===== src/rtl/package_framer_if.sv =====
// Byte-stream handshake between the framer and its TX sink (UART/GSM/Bluetooth).
interface package_framer_if;
    logic [7:0] data_out;
    logic       data_valid;
    logic       data_ready;

    modport master (output data_out, output data_valid, input data_ready);
    modport slave  (input data_out, input data_valid, output data_ready);
endinterface


===== src/rtl/package_framer.sv =====
// Telemetry framer: snapshots child status and GPS coordinates on a start event and
// streams header, status, latitude, longitude (MSB byte first) and an optional XOR
// checksum over a valid/ready byte interface. Starts come from a periodic tick or send_req.
module package_framer #(
    parameter int unsigned COORD_W     = 32,
    parameter int unsigned PERIOD      = 32'd50_000_000,
    parameter logic [7:0]  HEADER      = 8'hA5,
    parameter bit          CHECKSUM_EN = 1'b1
) (
    input  logic               clock,
    input  logic               reset,
    input  logic [7:0]         child,
    input  logic [COORD_W-1:0] latitude,
    input  logic [COORD_W-1:0] longitude,
    input  logic               send_req,
    package_framer_if.master   tx,
    output logic               busy,
    output logic               frame_done,
    output logic               overrun
);

    localparam int unsigned NBYTES = COORD_W / 8;
    localparam int unsigned IDX_W  = $clog2(NBYTES) + 1;

    typedef enum logic [2:0] {
        StIdle, StHdr, StChild, StLat, StLon, StCsum, StDone
    } state_t;

    state_t             state_q, state_d;
    logic [IDX_W-1:0]   idx_q, idx_d;
    logic [7:0]         csum_q, csum_d;
    logic [7:0]         child_q;
    logic [COORD_W-1:0] lat_q, lon_q;
    logic [31:0]        tick_cnt_q;
    logic [7:0]         data_out_q, data_out_d;
    logic               data_valid_q, data_valid_d;
    logic               busy_q, frame_done_q;
    logic               snap_en, tick, start, xfer, last_byte;

    // Byte i of a coordinate word, counting from the most significant byte.
    function automatic logic [7:0] coord_byte(input logic [COORD_W-1:0] w,
                                              input logic [IDX_W-1:0] i);
        logic [COORD_W-1:0] s;
        s = w >> (8 * (NBYTES - 1 - int'(i)));
        return s[7:0];
    endfunction

    assign tick      = (PERIOD != 0) && (tick_cnt_q == 32'(PERIOD - 1));
    assign start     = tick | send_req;
    assign xfer      = data_valid_q & tx.data_ready;
    assign last_byte = (idx_q == IDX_W'(NBYTES - 1));
    // A start that arrives while a frame is in flight is dropped and flagged in the same cycle.
    assign overrun   = start && (state_q != StIdle);

    assign tx.data_out   = data_out_q;
    assign tx.data_valid = data_valid_q;
    assign busy          = busy_q;
    assign frame_done    = frame_done_q;

    // Free-running auto-start counter, independent of frame state.
    always_ff @(posedge clock or posedge reset) begin
        if (reset) begin
            tick_cnt_q <= '0;
        end else if (PERIOD == 0 || tick) begin
            tick_cnt_q <= '0;
        end else begin
            tick_cnt_q <= tick_cnt_q + 32'd1;
        end
    end

    // Next-state, byte index, running checksum and the registered output byte.
    always_comb begin
        state_d      = state_q;
        idx_d        = idx_q;
        csum_d       = csum_q;
        snap_en      = 1'b0;
        data_out_d   = '0;
        data_valid_d = 1'b1;
        unique case (state_q)
            StIdle: if (start) begin
                state_d = StHdr;
                csum_d  = '0;
                snap_en = 1'b1;
            end
            StHdr: if (xfer) state_d = StChild;
            StChild: if (xfer) begin
                csum_d  = csum_q ^ data_out_q;
                state_d = StLat;
                idx_d   = '0;
            end
            StLat: if (xfer) begin
                csum_d = csum_q ^ data_out_q;
                if (last_byte) begin
                    state_d = StLon;
                    idx_d   = '0;
                end else begin
                    idx_d = idx_q + IDX_W'(1);
                end
            end
            StLon: if (xfer) begin
                csum_d = csum_q ^ data_out_q;
                if (last_byte) state_d = CHECKSUM_EN ? StCsum : StDone;
                else           idx_d   = idx_q + IDX_W'(1);
            end
            StCsum: if (xfer) state_d = StDone;
            StDone: state_d = StIdle;
            default: state_d = StIdle;
        endcase
        // Outputs are computed from the next state so they are registered yet on time;
        // with no transfer the same byte is recomputed, keeping data_out stable.
        case (state_d)
            StHdr:   data_out_d = HEADER;
            StChild: data_out_d = child_q;
            StLat:   data_out_d = coord_byte(lat_q, idx_d);
            StLon:   data_out_d = coord_byte(lon_q, idx_d);
            StCsum:  data_out_d = csum_d;
            default: data_valid_d = 1'b0;
        endcase
    end

    // State, snapshot and output registers; reset discards any partial frame.
    always_ff @(posedge clock or posedge reset) begin
        if (reset) begin
            state_q      <= StIdle;
            idx_q        <= '0;
            csum_q       <= '0;
            child_q      <= '0;
            lat_q        <= '0;
            lon_q        <= '0;
            data_out_q   <= '0;
            data_valid_q <= 1'b0;
            busy_q       <= 1'b0;
            frame_done_q <= 1'b0;
        end else begin
            state_q      <= state_d;
            idx_q        <= idx_d;
            csum_q       <= csum_d;
            data_out_q   <= data_out_d;
            data_valid_q <= data_valid_d;
            busy_q       <= (state_d != StIdle);
            frame_done_q <= (state_d == StDone);
            if (snap_en) begin
                child_q <= child;
                lat_q   <= latitude;
                lon_q   <= longitude;
            end
        end
    end

endmodule

===== src/flat_wrapper.sv =====
// flat-port wrapper written by rule: the top's interface ports become plain ports
module package_framer_flat 
#(
    parameter int unsigned COORD_W     = 32,
    parameter int unsigned PERIOD      = 32'd50_000_000,
    parameter logic [7:0]  HEADER      = 8'hA5,
    parameter bit          CHECKSUM_EN = 1'b1
)
  (clock, reset, child, latitude, longitude, send_req, busy, frame_done, overrun, tx_data_out, tx_data_valid, tx_data_ready);
  package_framer_if tx_i ();
  input  logic clock;
  input  logic reset;
  input  logic [7:0] child;
  input  logic [COORD_W-1:0] latitude;
  input  logic [COORD_W-1:0] longitude;
  input  logic send_req;
  output logic busy;
  output logic frame_done;
  output logic overrun;
  output wire logic [$bits(tx_i.data_out)-1:0] tx_data_out;
  output wire logic [$bits(tx_i.data_valid)-1:0] tx_data_valid;
  input wire logic [$bits(tx_i.data_ready)-1:0] tx_data_ready;
  assign tx_data_out = tx_i.data_out;
  assign tx_data_valid = tx_i.data_valid;
  assign tx_i.data_ready = tx_data_ready;
  package_framer #(.COORD_W(COORD_W), .PERIOD(PERIOD), .HEADER(HEADER), .CHECKSUM_EN(CHECKSUM_EN)) u_core (.clock(clock), .reset(reset), .child(child), .latitude(latitude), .longitude(longitude), .send_req(send_req), .tx(tx_i), .busy(busy), .frame_done(frame_done), .overrun(overrun));
endmodule

===== config.mk =====
export PLATFORM = sky130hd
export DESIGN_NAME = package_framer_flat
export DESIGN_NICKNAME = d
export VERILOG_FILES = /design/src/rtl/package_framer_if.sv /design/src/rtl/package_framer.sv /design/src/flat_wrapper.sv
export SDC_FILE = /design/constraint.sdc
export NUM_CORES = 1
export LEC_CHECK = 0
export ABC_AREA = 0
export CAP_MARGIN = 25
export CORE_MARGIN = 5
export CORE_UTILIZATION = 50
export CTS_CLUSTER_SIZE = 14
export DETAILED_ROUTE_END_ITERATION = 8
export PLACE_DENSITY = 0.71
export SYNTH_ARGS = -nofsm -noshare
export SYNTH_HDL_FRONTEND = slang
export SYNTH_SLANG_ARGS = --single-unit

===== constraint.sdc =====
create_clock -name clock -period 6.5 [get_ports clock]
set_clock_uncertainty 0.1 [all_clocks]
set_input_delay 1.95 -clock clock [delete_from_list [all_inputs] [get_ports clock]]
set_output_delay 1.95 -clock clock [all_outputs]
set_load 0.03 [all_outputs]

==> impl_metrics.tcl <==
set metrics [dict create \
    die-area_mm2 0.0160 \
    timing.critical_path.max_delay_family "buffers and inverters" \
    number_of_slew_limit_violations_in_the_final_report 0 \
    grt-ovfl-total 0 \
    area_growth_syn_to_layout_pct 22.1 \
    antenna_left 0 \
    final_core_util_pct 62.4 \
    synth.cell_area_mm2 0.00677 \
    avgSynthCellArea_um2 11.0 \
    crit_chain "clkdlybuf4s50_1, nor2_1, nor2_1, clkdlybuf4s50_1" \
    final.period_utilization_pct 84.2 \
    final.setup.worst_slack_ns 1.02 \
    root_cell_of_the_clock_tree "clkbuf_16" \
    hold_path_depth 1 \
    worst-endpoint-arrival_ns 3.43 \
    post-place-ws_ns 1.02 \
    syn-num-nets 694 \
    slew_headroom_pct 38.7 \
    initial_utilization_pct 51.1 \
    ctsHoldBuffers 0 \
    place.detailed.instances 845 \
    layout.cells.non_filler 878 \
    clk_latency_ns 0.42 \
    route.detailed.vias_per_inst 6.06 \
    max_freq_mhz 183 \
    max-cap-violations 0 \
    port_buffers 87 \
    cellPowerDensity_mw_per_mm2 417 \
    critPathKind "input port to output port" \
    post-cts-setup-buffer-count 0 \
    first_iter_violations 527 \
    setup_viol_count_final 0 \
    share_of_synthesized_flip_flops_with_an_asynchronous_set_or_reset_pct 100 \
    rr_startpoint "u_core.idx_q[1]$_DFF_PP0_" \
    h-tree-depth 4 \
    first_global_vias 5336 \
    worst_slew_pin_slew_ns 0.920 \
    grt_pass1_wl_um 27100 \
    rsz_0062_raised_after_global_routing "false" \
    placement_rows 42 \
    maximum_number_of_pins_on_one_net_before_global_route_repair 77 \
    rrSetupSlack_ns 3.25 \
    layout_commonest_cell "dfrtp_1" \
    post_cts_resize_count 0 \
    nets 768 \
    dominantRegCellSynth "dfrtp_1" \
    timing.critical_path.to_type "output port" \
    grt_antenna_before_repair 0 \
    overall_global_routing_resource_usage_pct 21.2 \
    critPathMaxStageDelay_ns 0.70 \
    critical_path.n_buffers_inverters 2 \
    r2r-end "u_core.tx.data_out[4]$_DFF_PP0_" \
    detailedPlacementHpwl_um 11600 \
    post-route-drc-count 0 \
    cts.sinks 129 \
    synthesis.instances 615 \
    synth-warning-count 0 \
    routed-via-count 5322 \
    post_drt_wl_per_cell_um 18.8 \
    clockBufferDepth 2 \
    hp-class "register to register" \
    power.static_leakage_uw 0.00342 \
    clkTransAtPathRegs_ns 0.06 \
    io_pins 88 \
    fp.dieH_um 126 \
    synth-seq-cells 129 \
    whs_ns 0.366 \
    peak_supply_drop_mv 0.243 \
    setup.worst_path.start_class "input port" \
    timing.reg2reg.worst_path_depth 10 \
    gpl.final_weighted_congestion 0.818 \
    post-route-min-period_ns 5.48 \
    worstPathRequired_ns 4.45 \
    post_route_cells_drive_above_1_share_pct 12.8 \
    synthDistinctLibCells 64 \
    timing.final.hold_violations 0 \
    worstPathMaxFanout 4 \
    antenna-diode-count 0 \
    min-delay-start "u_core.tick_cnt_q[31]$_DFF_PP0_" \
    layout.cells.most_common_list "dfrtp_1, clkdlybuf4s50_1, nand2_1" \
    fin_setup_tns_ns 0 \
    design.core.area_mm2 0.0132 \
    cts_made_buffers 17 \
    detail_route.first_pass.iterations 5 \
    floorplan.die.width_um 126 \
    seq_area_frac_synth_pct 47.7 \
    synth_enable_flop_cells 0 \
    cpMaxStageDelayCell "clkdlybuf4s50_1" \
    status "complete, no violations" \
    min_delay_worst_endpoint "u_core.tick_cnt_q[31]$_DFF_PP0_" \
    cts_tree "done" \
    drt_wl_total_um 16500 \
]
[worst reg2reg max path: cells and delay by family, from the launching register on]
family | cells | cell delay [ns]
muxes | 1 | 0.19
buffers and inverters | 1 | 0.21
DFF | 1 | 0.38
AOI/OAI and AO/OA | 4 | 1.36
and+or+nand+nor | 2 | 0.40
adders and majority gates | 2 | 0.54
[layer usage]
metal	track usage, %	routed length, um	vias up
li1	-	-	2480
met1	27.8	7170	2632
met2	34.7	8130	186
met3	4.58	952	24
met4	8.14	246	0
met5	0	0	-
[logic make-up (layout without fill, tap and decap cells)]
logic type      after synthesis  after routing  synth area share, %
simple gates                165            165                 12.9
compound gates              158            158                 17.3
flops                       129            129                 47.7
mux                          86             86                 14.1
buf+inv                      47            134                 3.90
xor+xnor                     27             27                 3.49
fa+ha+maj                     3              3                0.555
[flip-flops by register name, summed over array words and instances (netlist names)]
signal / flops
u_core.tx.data_out: 8
u_core.child_q: 8
u_core.state_q: 3
u_core.lat_q: 32
u_core.lon_q: 32
u_core.tx.data_valid: 1
u_core.frame_done: 1
u_core.tick_cnt_q: 32
u_core.idx_q: 3
u_core.busy: 1
u_core.csum_q: 8
[where the power goes]
part,switching [uW],internal (uW),total [uW]
sequential,251,1100,1350
clock,341,528,869
combinational,629,595,1220
[worst max-delay path by stage]
stage / to / startpoint / cells after the start
final: overrun / send_req / 4
after global routing: overrun / send_req / 4
after CTS: overrun / send_req / 4
after detailed placement: overrun / send_req / 4
after global placement: overrun / send_req / 4
after floorplan: u_core.busy$_DFF_PP0_ / reset / 1
[through the flow]
| stage | area (um2) | total power (uW) |
|---|---|---|
| 2_1_floorplan | 6770 | 2200 |
| 3_3_place_gp | 7690 | 2510 |
| 3_5_place_dp | 7690 | 2570 |
| 4_1_cts | 8230 | 3450 |
| 5_1_grt | 8260 | 3650 |
| 6_report | 8260 | 3440 |
[final cells by class]
| class | instances | area [um2] |
|---|---|---|
| sequential | 129 | 3230 |
| clock inverter | 12 | 92.6 |
| clock buffer | 20 | 447 |
| multi-input combinational | 439 | 3290 |
| fill | 1084 | 4980 |
| tap | 176 | 220 |
| timing repair buffer | 95 | 951 |
| inverter | 7 | 33.8 |
[cell usage after synthesis, drive strengths merged (2+ instances only)]
library cell | number | area share [%]
dfrtp | 129 | 48
mux2 | 74 | 12
nand2 | 45 | 2.5
o22ai | 40 | 3.7
nor2 | 36 | 2.0
buf | 28 | 2.8
a211oi | 23 | 2.6
o32a | 19 | 2.8
o21ai | 16 | 1.2
xor2 | 16 | 2.1
nor3 | 15 | 1.3
o211ai | 13 | 1.5
clkbuf | 12 | 0.67
mux2i | 12 | 1.8
nand4 | 12 | 1.1
xnor2 | 11 | 1.4
a21oi | 9 | 0.67
nand3 | 9 | 0.74
o21a | 8 | 0.91
a31o | 7 | 0.91
and3 | 7 | 0.65
and4 | 6 | 0.78
inv | 6 | 0.41
nand2b | 6 | 0.55
or3 | 6 | 0.55
and2 | 5 | 0.46
o32ai | 5 | 0.65
a221o | 4 | 0.59
a32oi | 4 | 0.52
nor2b | 4 | 0.37
ha | 3 | 0.55
or2 | 3 | 0.28
and4b | 2 | 0.30
nor4b | 2 | 0.26
o22a | 2 | 0.26
No activity file was read; power rests on OpenSTA's default activity.
